## config.mk

```make
export PLATFORM = sky130hd
export DESIGN_NAME = uart_tx_arbiter
export DESIGN_NICKNAME = d
export VERILOG_FILES = /design/src/rtl/uart_tx_arbiter.sv
export SDC_FILE = /design/constraint.sdc
export NUM_CORES = 1
export LEC_CHECK = 0
export CAP_MARGIN = 20
export CORE_UTILIZATION = 37
export DETAILED_ROUTE_END_ITERATION = 7
export GPL_TIMING_DRIVEN = 0
export HOLD_SLACK_MARGIN = 0.08
export PLACE_DENSITY_LB_ADDON = 0.2
export SETUP_SLACK_MARGIN = 0.4
export SLEW_MARGIN = 0
export SYNTH_ARGS = -nofsm -noshare
export SYNTH_HDL_FRONTEND = slang
export SYNTH_SLANG_ARGS = --single-unit
```

## constraint.sdc

```tcl
create_clock -name clock -period 3.26 [get_ports clock]
set_input_delay 0.978 -clock clock [delete_from_list [all_inputs] [get_ports clock]]
set_output_delay 0.978 -clock clock [all_outputs]
set_load 0.01 [all_outputs]
```

## src/rtl/uart_tx_arbiter.sv

```systemverilog
// Round-robin arbiter sharing one UART byte transmitter between N_REQ byte sources.
// Define UART_ARB_LOCK_EN to keep a grant across bytes until req_last or a lock timeout.
module uart_tx_arbiter #(
  parameter int N_REQ        = 2,
  parameter int LOCK_TIMEOUT = 255,
  parameter int ID_W         = (N_REQ > 1) ? $clog2(N_REQ) : 1
) (
  input  logic               clock,
  input  logic               reset,
  input  logic [N_REQ-1:0]   req_valid,
  input  logic [8*N_REQ-1:0] req_data,
  input  logic [N_REQ-1:0]   req_last,
  output logic [N_REQ-1:0]   req_ready,
  output logic               tx_valid,
  output logic [7:0]         tx_data,
  input  logic               tx_ready,
  output logic [ID_W-1:0]    grant_id,
  output logic               busy
);

`ifdef UART_ARB_LOCK_EN
  typedef enum logic [1:0] {IDLE, XFER, LOCK} state_t;
  localparam int CNT_W = (LOCK_TIMEOUT > 1) ? $clog2(LOCK_TIMEOUT + 1) : 1;
  logic [CNT_W-1:0] cnt_reg, cnt_next;
  logic             last_reg, last_next;
`else
  typedef enum logic [0:0] {IDLE, XFER} state_t;
  logic [31:0] unused_lock;
  assign unused_lock = 32'(LOCK_TIMEOUT) ^ 32'(req_last);
`endif

  state_t          state_reg, state_next;
  logic [ID_W-1:0] last_ptr_reg, last_ptr_next;
  logic [ID_W-1:0] grant_reg, grant_next;
  logic [7:0]      data_reg, data_next;

  logic [7:0] data_arr [N_REQ];
  logic       last_arr [N_REQ];

  generate
    for (genvar gi = 0; gi < N_REQ; gi++) begin : g_split
      assign data_arr[gi] = req_data[8*gi +: 8];
      assign last_arr[gi] = req_last[gi];
    end
  endgenerate

  // Round-robin search: scan downward so the candidate nearest last_ptr+1 is written last.
  logic            win_found;
  logic [ID_W-1:0] win_id;
  always_comb begin
    int idx;
    idx       = 0;
    win_found = 1'b0;
    win_id    = '0;
    for (int k = N_REQ; k >= 1; k--) begin
      idx = int'(last_ptr_reg) + k;
      if (idx >= N_REQ) idx = idx - N_REQ;
      if (req_valid[ID_W'(idx)]) begin
        win_found = 1'b1;
        win_id    = ID_W'(idx);
      end
    end
  end

  logic            take;
  logic [ID_W-1:0] take_id;

  always_comb begin
    state_next    = state_reg;
    last_ptr_next = last_ptr_reg;
    grant_next    = grant_reg;
    data_next     = data_reg;
    req_ready     = '0;
    take          = 1'b0;
    take_id       = win_id;
`ifdef UART_ARB_LOCK_EN
    last_next     = last_reg;
    cnt_next      = '0;
`endif
    case (state_reg)
      IDLE: begin
        take    = win_found;
        take_id = win_id;
      end
      XFER: begin
        if (tx_ready) begin
`ifdef UART_ARB_LOCK_EN
          if (!last_reg) begin
            state_next = LOCK;
          end else begin
            last_ptr_next = grant_reg;
            state_next    = IDLE;
          end
`else
          last_ptr_next = grant_reg;
          state_next    = IDLE;
`endif
        end
      end
`ifdef UART_ARB_LOCK_EN
      LOCK: begin
        if (req_valid[grant_reg]) begin
          take    = 1'b1;
          take_id = grant_reg;
        end else if (cnt_reg == CNT_W'(LOCK_TIMEOUT - 1)) begin
          last_ptr_next = grant_reg;
          state_next    = IDLE;
        end else begin
          cnt_next = cnt_reg + 1'b1;
        end
      end
`endif
      default: state_next = IDLE;
    endcase

    // An acceptance during reset would be silently lost, so none is signalled.
    if (take && !reset) begin
      req_ready[take_id] = 1'b1;
      data_next          = data_arr[take_id];
      grant_next         = take_id;
      state_next         = XFER;
`ifdef UART_ARB_LOCK_EN
      last_next          = last_arr[take_id];
`endif
    end
  end

  always_ff @(posedge clock) begin
    if (reset) begin
      state_reg    <= IDLE;
      last_ptr_reg <= ID_W'(N_REQ - 1);
      grant_reg    <= '0;
      data_reg     <= '0;
`ifdef UART_ARB_LOCK_EN
      last_reg     <= 1'b0;
      cnt_reg      <= '0;
`endif
    end else begin
      state_reg    <= state_next;
      last_ptr_reg <= last_ptr_next;
      grant_reg    <= grant_next;
      data_reg     <= data_next;
`ifdef UART_ARB_LOCK_EN
      last_reg     <= last_next;
      cnt_reg      <= cnt_next;
`endif
    end
  end

  assign tx_valid = (state_reg == XFER);
  assign tx_data  = data_reg;
  assign grant_id = grant_reg;
  assign busy     = (state_reg != IDLE);

endmodule

```

# After elaboration in Yosys (flattened, before gate mapping)
# Index checks and enable logic that the tools add are counted.
# Widths: inputs -> output; s select.
# word_totals
elab_cells	40
register_bits	11
# classes
n_addsub	4
mux	20
reduce_logical	4
n_bitwise	1
n_lt_le_gt_ge	7
# op_table
cell	count
$mux 8	3
$mux 1	15
$lt 1x3->1 const B	2
$ge 2x2->1 const B	2
$add 1x2->3 const B	1
$ge 3x2->1 const B	1
$add 1x1->2 const B	1
$logic_and 1x1->1	2
$lt 1x2->1 const B	1
$mux 2	1
$not 1->2	1
$reduce_and 2->1	1
$sub 1x1->1 const B	2
$demux 1 s1	1
$ge 1x1->1 const B	1
$logic_not 1->1	1

# Depth between registers and ports, before layout
# Gate-level depths: netlist of the first run.
# depth
depth_word	13
ltp_mapped	3
depth_no_buf	2

# Worst setup path after synthesis of the first run
# No wires, ideal clock.
# synth_timing
path_type	input-to-output
startpoint	input reset
endpoint	output req_ready[0]
slack_ns	0.807
n_path_buf	1
required_ns	2.282
stages	3
arrival_time_ns	1.475
path_cell_list	nor3b_2 buf_6 and2_1
# synth_via
elab_chain_len	3
# synth_lines
item	line	text
start: declaration	9	input logic reset,
$logic_not 1->1	117	if (take && !reset) begin
$logic_and 1x1->1	117	
$mux 2	117	
end: declaration	13	output logic [N_REQ-1:0] req_ready,
# Every way passes these cells.

# Worst setup path after layout of the first run
# layout_timing
startpoint	input reset
endpoint	output req_ready[1]
# Same word-level chain as after synthesis.

==> results of run 1 <==
==> timing repair <==
action	CTS	global route
resized for setup	10	0
setup endpoints to repair	2	0
endpoints found under the hold margin	0	0
buffers inserted	1	0
hold buffers	0	0
==> logic make-up after synthesis <==
kind of cell	Yosys count	share of synthesized area, %
muxes	16	29.4
and+or+nand+nor	14	17.0
DFF	11	40.4
buffers and inverters	5	6.42
AOI/OAI and AO/OA	4	6.88
==> layout make-up <==
cell class	instances	area, sq um	area share [%]
plain buffers	4	33.8	3.69
well taps	15	18.8	2.05
inverters	1	3.75	0.410
clock buffers	4	26.3	2.87
multi-input cells	34	290	31.7
flip-flops and latches	11	220	24.1
repair buffers	33	322	35.2
==> through the flow <==
step	total power, mW	cell area [sq um]	util (%)	hold WS, ns	instances
2_1_floorplan	0.196	546	-	0.492	50
3_3_place_gp	0.248	885	66.3	0.458	97
3_5_place_dp	0.249	885	66.3	0.465	97
4_1_cts	0.342	915	68.6	0.475	102
5_1_grt	0.355	915	68.6	0.498	102
6_report	0.336	915	68.6	0.471	102
==> worst paths after layout <==
check / cells past startpoint / slack [ns] / endpoint / from
max: 4 / 0.46 / req_ready[1] / reset
min: 2 / 0.47 / tx_data[4] / tx_data[4]
max reg2reg: 4 / 2.11 / tx_data[3] / busy
min reg2reg: 2 / 0.47 / tx_data[4] / tx_data[4]
==> routing by layer <==
layer | global-route usage, % | wire length (um)
met4 | 7.50 | 19
met5 | 0 | 0
met3 | 8.33 | 130
met2 | 28.6 | 545
met1 | 16.7 | 494
==> placed cells by master, fill, tap and decap left out, drive strengths merged, types with 2 or more instances in the layout <==
cell           netlist  layout
nand2b               9       9
clkdlybuf4s50        0      28
clkdlybuf4s15        0       2
mux2i               16      16
buf                  3       5
a211oi               2       2
dfxtp               11      11
clkbuf               1       5
==> worst min-delay path, delay by kind of cell (launching register included) <==
family / cells / cell delay, ns
mux: 1 / 0.05
flops: 1 / 0.31
simple gates: 1 / 0.06
==> power by group through the flow <==
stage	Combinational [mW]	Sequential (mW)	Clock, mW
floorplan	0.0349	0.161	0
CTS	0.0933	0.153	0.0957
finish	0.0917	0.153	0.0913
detailed placement	0.0930	0.156	0
global placement	0.0919	0.156	0
global route	0.0998	0.155	0.101
==> run summary, run 1 <==
Status: finished, final reports clean
Final WL: 1.19 mm
Antenna diode count: 0
Row count: 13
Min Tclk post-route: 2.80 ns
Yosys warnings: 0
GR Util All Layers: 16.7%
Min-delay worst type: reg2reg
Combinational power share: 27.3%
Post-synth top cells: 16 x mux2i_1, 11 x dfxtp_1, 9 x nand2b_1
Initial antenna violation count: 0
Sequential area share after synthesis: 40.4%
Flop pwr share: 45.6%
Die Wd: 40.4 um
Area leader, netlist: dfxtp_1
Type of the worst setup path: in2out
Cell mode on critical path: clkdlybuf4s15_1
Cell family with most CP delay: buffers and inverters
Critical path required time: 2.28 ns
Die area: 1630 sq um
Synth Cell Area: 546 sq um
Core box area: 1330 sq um
Syn Area/Cell: 10.9 sq um
Setup ws final: 0.462 ns
Max-slew violations: 0
Chip height: 40.4 um
Cells after Synth: 50
Final period util: 85.8%
Post-route ant nets: 0
Number of global-route vias before repair: 424
Max reg flops: 8
IO Count: 36
DRC viols: 0
Peak VDD IR: 369 uV
Share of the synthesized area in the top cell type: 40.4%
Max cap viols: 0
CP Capture Type: primary output
Most numerous cell in the Yosys netlist: mux2i_1
Fmax: 0.357 GHz
Crit-path max FO: 10
Clk pwr share: 27.1%
Clock Latency Late Sink: 0.27 ns
Ys async rst share: 0%
Startpoint types: input port
H-tree Lvls: 1
Final Net Count: 111
Worst Path Arrival: 1.82 ns
Slew margin rel.: 81.2%
Area Overhead vs Synth: 67.7%
Dpl ws: -0.254 ns
P_sw: 0.0825 mW
Clock slew at reported path FFs: 0.07 ns
Total grt overflow: 0
RSZ-0062 raised after global routing: no
Mapped Nets: 73
CTS root buf: clkbuf_4
Max incr delay on CP: 0.26 ns
Final Hold Viols: 0
Switching Share: 24.5%
Setup TNS: 0 ns
Total number of vias: 495
Clk sinks: 11
Largest net degree at the start of global routing: 11
Prevailing post-synth register cell: dfxtp_1
Clk_skew: 0.00653 ns
TritonCTS clock tree: built
Leak: 0.397 nW
FILL cells: 109
Drt pass-1 iters: 4
WL/cell: 11.7 um
CP Buf/Inv Count: 3
Share of cells above drive strength 1: 12.6%
Critical Path, Cell by Cell: clkdlybuf4s15_1, buf_4, nor3_1, clkdlybuf4s15_1
Post-synth EDFFs: 0
Via-per-instance ratio: 4.85
PortBufs: 32
Drt initial violations: 7
First-pass GRT wire length: 1.71 mm
Pwr dens: 368 nW/um^2
Internal power: 0.254 mW
Setup violators final: 0
Initial Util: 40.9%
Synthesized flop and latch total: 11
Worst slew pin tran: 0.282 ns
Distinct cells, synth: 17
DPL Wire Length: 900 um
Synth area leaders: dfxtp_1 40%, mux2i_1 29%, nand2b_1 10%
Routability cong.: 0.622
Slowest CP cell: clkdlybuf4s15_1
CTS Buffer Depth: 2
CTS buffer count: 3
Power figures use the tool's default switching activity.
==> run 2: changes to the inputs <==
CAP_MARGIN = unset   (was 20)
==> results of run 2 <==
Final layout, timing and power as in run 1 (identical DEF).
==> run 3: changes to the inputs <==
ABC_CLOCK_PERIOD_IN_PS = 3260   (was unset)
CTS_CLUSTER_DIAMETER = 100   (was unset)
REMOVE_ABC_BUFFERS = 1   (was unset)
==> run 3 against run 2 <==
Net effect: critical path depth is the same; die area is the same; fmax shrank 1.3%; worst hold slack gained 0.0048 ns; final area shrank 2.5%; sequential share of layout area grew 0.61 points; combinational power shrank 7.3%.
==> run summary, run 3 (synthesis gave the netlist of run 1 again) <==
Status: finished, final reports clean
Max Used Layer: met3
GR Util All Layers: 15.0%
Switching Share: 24.3%
Initial antenna violation count: 0
Clock Latency Late Sink: 0.26 ns
Final period util: 87.0%
Post-route ant nets: 0
Worst Path Arrival: 1.86 ns
RSZ-0062 raised after global routing: no
PortBufs: 32
Initial Util: 40.9%
Clk pwr share: 27.0%
Final Hold Viols: 0
Clock slew at reported path FFs: 0.06 ns
Pwr dens: 372 nW/um^2
H-tree Lvls: 1
CTS buffer count: 3
Leak: 0.389 nW
Drt initial violations: 3
Max-slew violations: 0
Area Overhead vs Synth: 63.5%
Commonest non-fill, non-tap cell in the layout: clkdlybuf4s50_1
Largest net degree at the start of global routing: 14
TritonCTS clock tree: built
Met1 Wirelength: 488 um
Cell count after placement: 93
Final Util: 66.9%
Total number of vias: 477
Most frequent cells in the layout: 28 x clkdlybuf4s50_1, 16 x mux2i_1, 11 x dfxtp_1
Worst hold start: tx_data[4]
Routability cong.: 0.629
Final non-filler cell total: 99
CTS Buffer Depth: 2
Setup violators final: 0
Die Wd: 40.4 um
Die area: 1630 sq um
Final Net Count: 108
Combinational power share: 25.6%
DPL Wire Length: 812 um
Startpoint types: input port
Final hold slack: 0.476 ns
Number of global-route vias before repair: 385
Flop pwr share: 47.4%
Clk_skew: 0.00210 ns
P_sw: 0.0806 mW
Core box area: 1330 sq um
IO Count: 36
Final WL: 1.12 mm
Chip height: 40.4 um
Share of cells above drive strength 1: 9.52%
First-pass GRT wire length: 1.56 mm
Critical path required time: 2.28 ns
Type of the worst setup path: in2out
Max reg flops: 8
Via-per-instance ratio: 4.82
Slew margin rel.: 61.4%
Peak VDD IR: 242 uV
Tot Pwr: 0.332 mW
Row count: 13
Max cap viols: 0
Worst slew pin tran: 0.578 ns
Internal power: 0.251 mW
DR WL met3: 100 um
Min-delay worst type: reg2reg
Crit-path max FO: 4
Fmax: 0.353 GHz
Drt pass-1 iters: 4
Crit. Startpoint: req_valid[0]
WL/cell: 11.4 um
CTS root buf: clkbuf_4
Met2 wire length: 535 um
Min Tclk post-route: 2.84 ns
CTS Hold Buffers Added: 0
Antenna diode count: 0
CP Capture Type: primary output
FF-to-FF Start: busy
DRC viols: 0
Total grt overflow: 0
Clk sinks: 11
## run 3: changes by cell type in the layout (fill, tap and decap cells not counted), sizes merged
cell           previous run  this run
buf                       5         3
clkbuf                    5         4
clkdlybuf4s15             2         0
dlygate4sd2               1         3
## run 3: stage by stage
stage	setup slack, ns	instance area [sq um]	TNS (ns)
2_1_floorplan	0.489	514	0
3_3_place_gp	-0.897	853	-1.05
3_5_place_dp	-0.903	853	-1.07
4_1_cts	0.449	885	0
5_1_grt	0.376	892	0
6_report	0.424	892	0
## run 3: area by class of cell
cell class / instances / area [sq um]
Tap cell: 15 / 18.8
Inverter: 1 / 3.75
Timing Repair Buffer: 34 / 327
Clock buffer: 4 / 26.3
Multi-Input combinational cell: 34 / 297
Fill cell: 115 / 442
Sequential cell: 11 / 220
## run 3: critical path, cell delays in order
cell           delay [ns]
dlygate4sd2_1        0.26
nor3b_4              0.21
and2_1               0.15
dlygate4sd2_1        0.26
## run 3: power by group through the flow
stage               clock [mW]  combinational [mW]  sequential (mW)
floorplan                    0              0.0266            0.164
global placement             0              0.0838            0.160
detailed placement           0              0.0847            0.160
CTS                     0.0928              0.0849            0.157
global route            0.0975              0.0921            0.159
finish                  0.0894              0.0850            0.157
## run 3: repair_timing
action,in CTS,in global routing
setup buffers,1,1
pin swaps,1,0
resized for setup,9,0
endpoints found under the setup margin,2,1
## run 3: final timing paths
check / end / slack [ns] / cells after the start
setup / recovery: req_ready[0] / 0.42 / 4
hold / removal: tx_data[4] / 0.48 / 2
setup reg to reg: tx_data[1] / 2.06 / 4
hold reg to reg: tx_data[4] / 0.48 / 2
## run 3: layer usage
metal / track usage (%) / vias up
li1: - / 241
met1: 14.3 / 214
met2: 27.8 / 22
met3: 6.67 / 0
met4: 5.00 / 0
met5: 0 / -
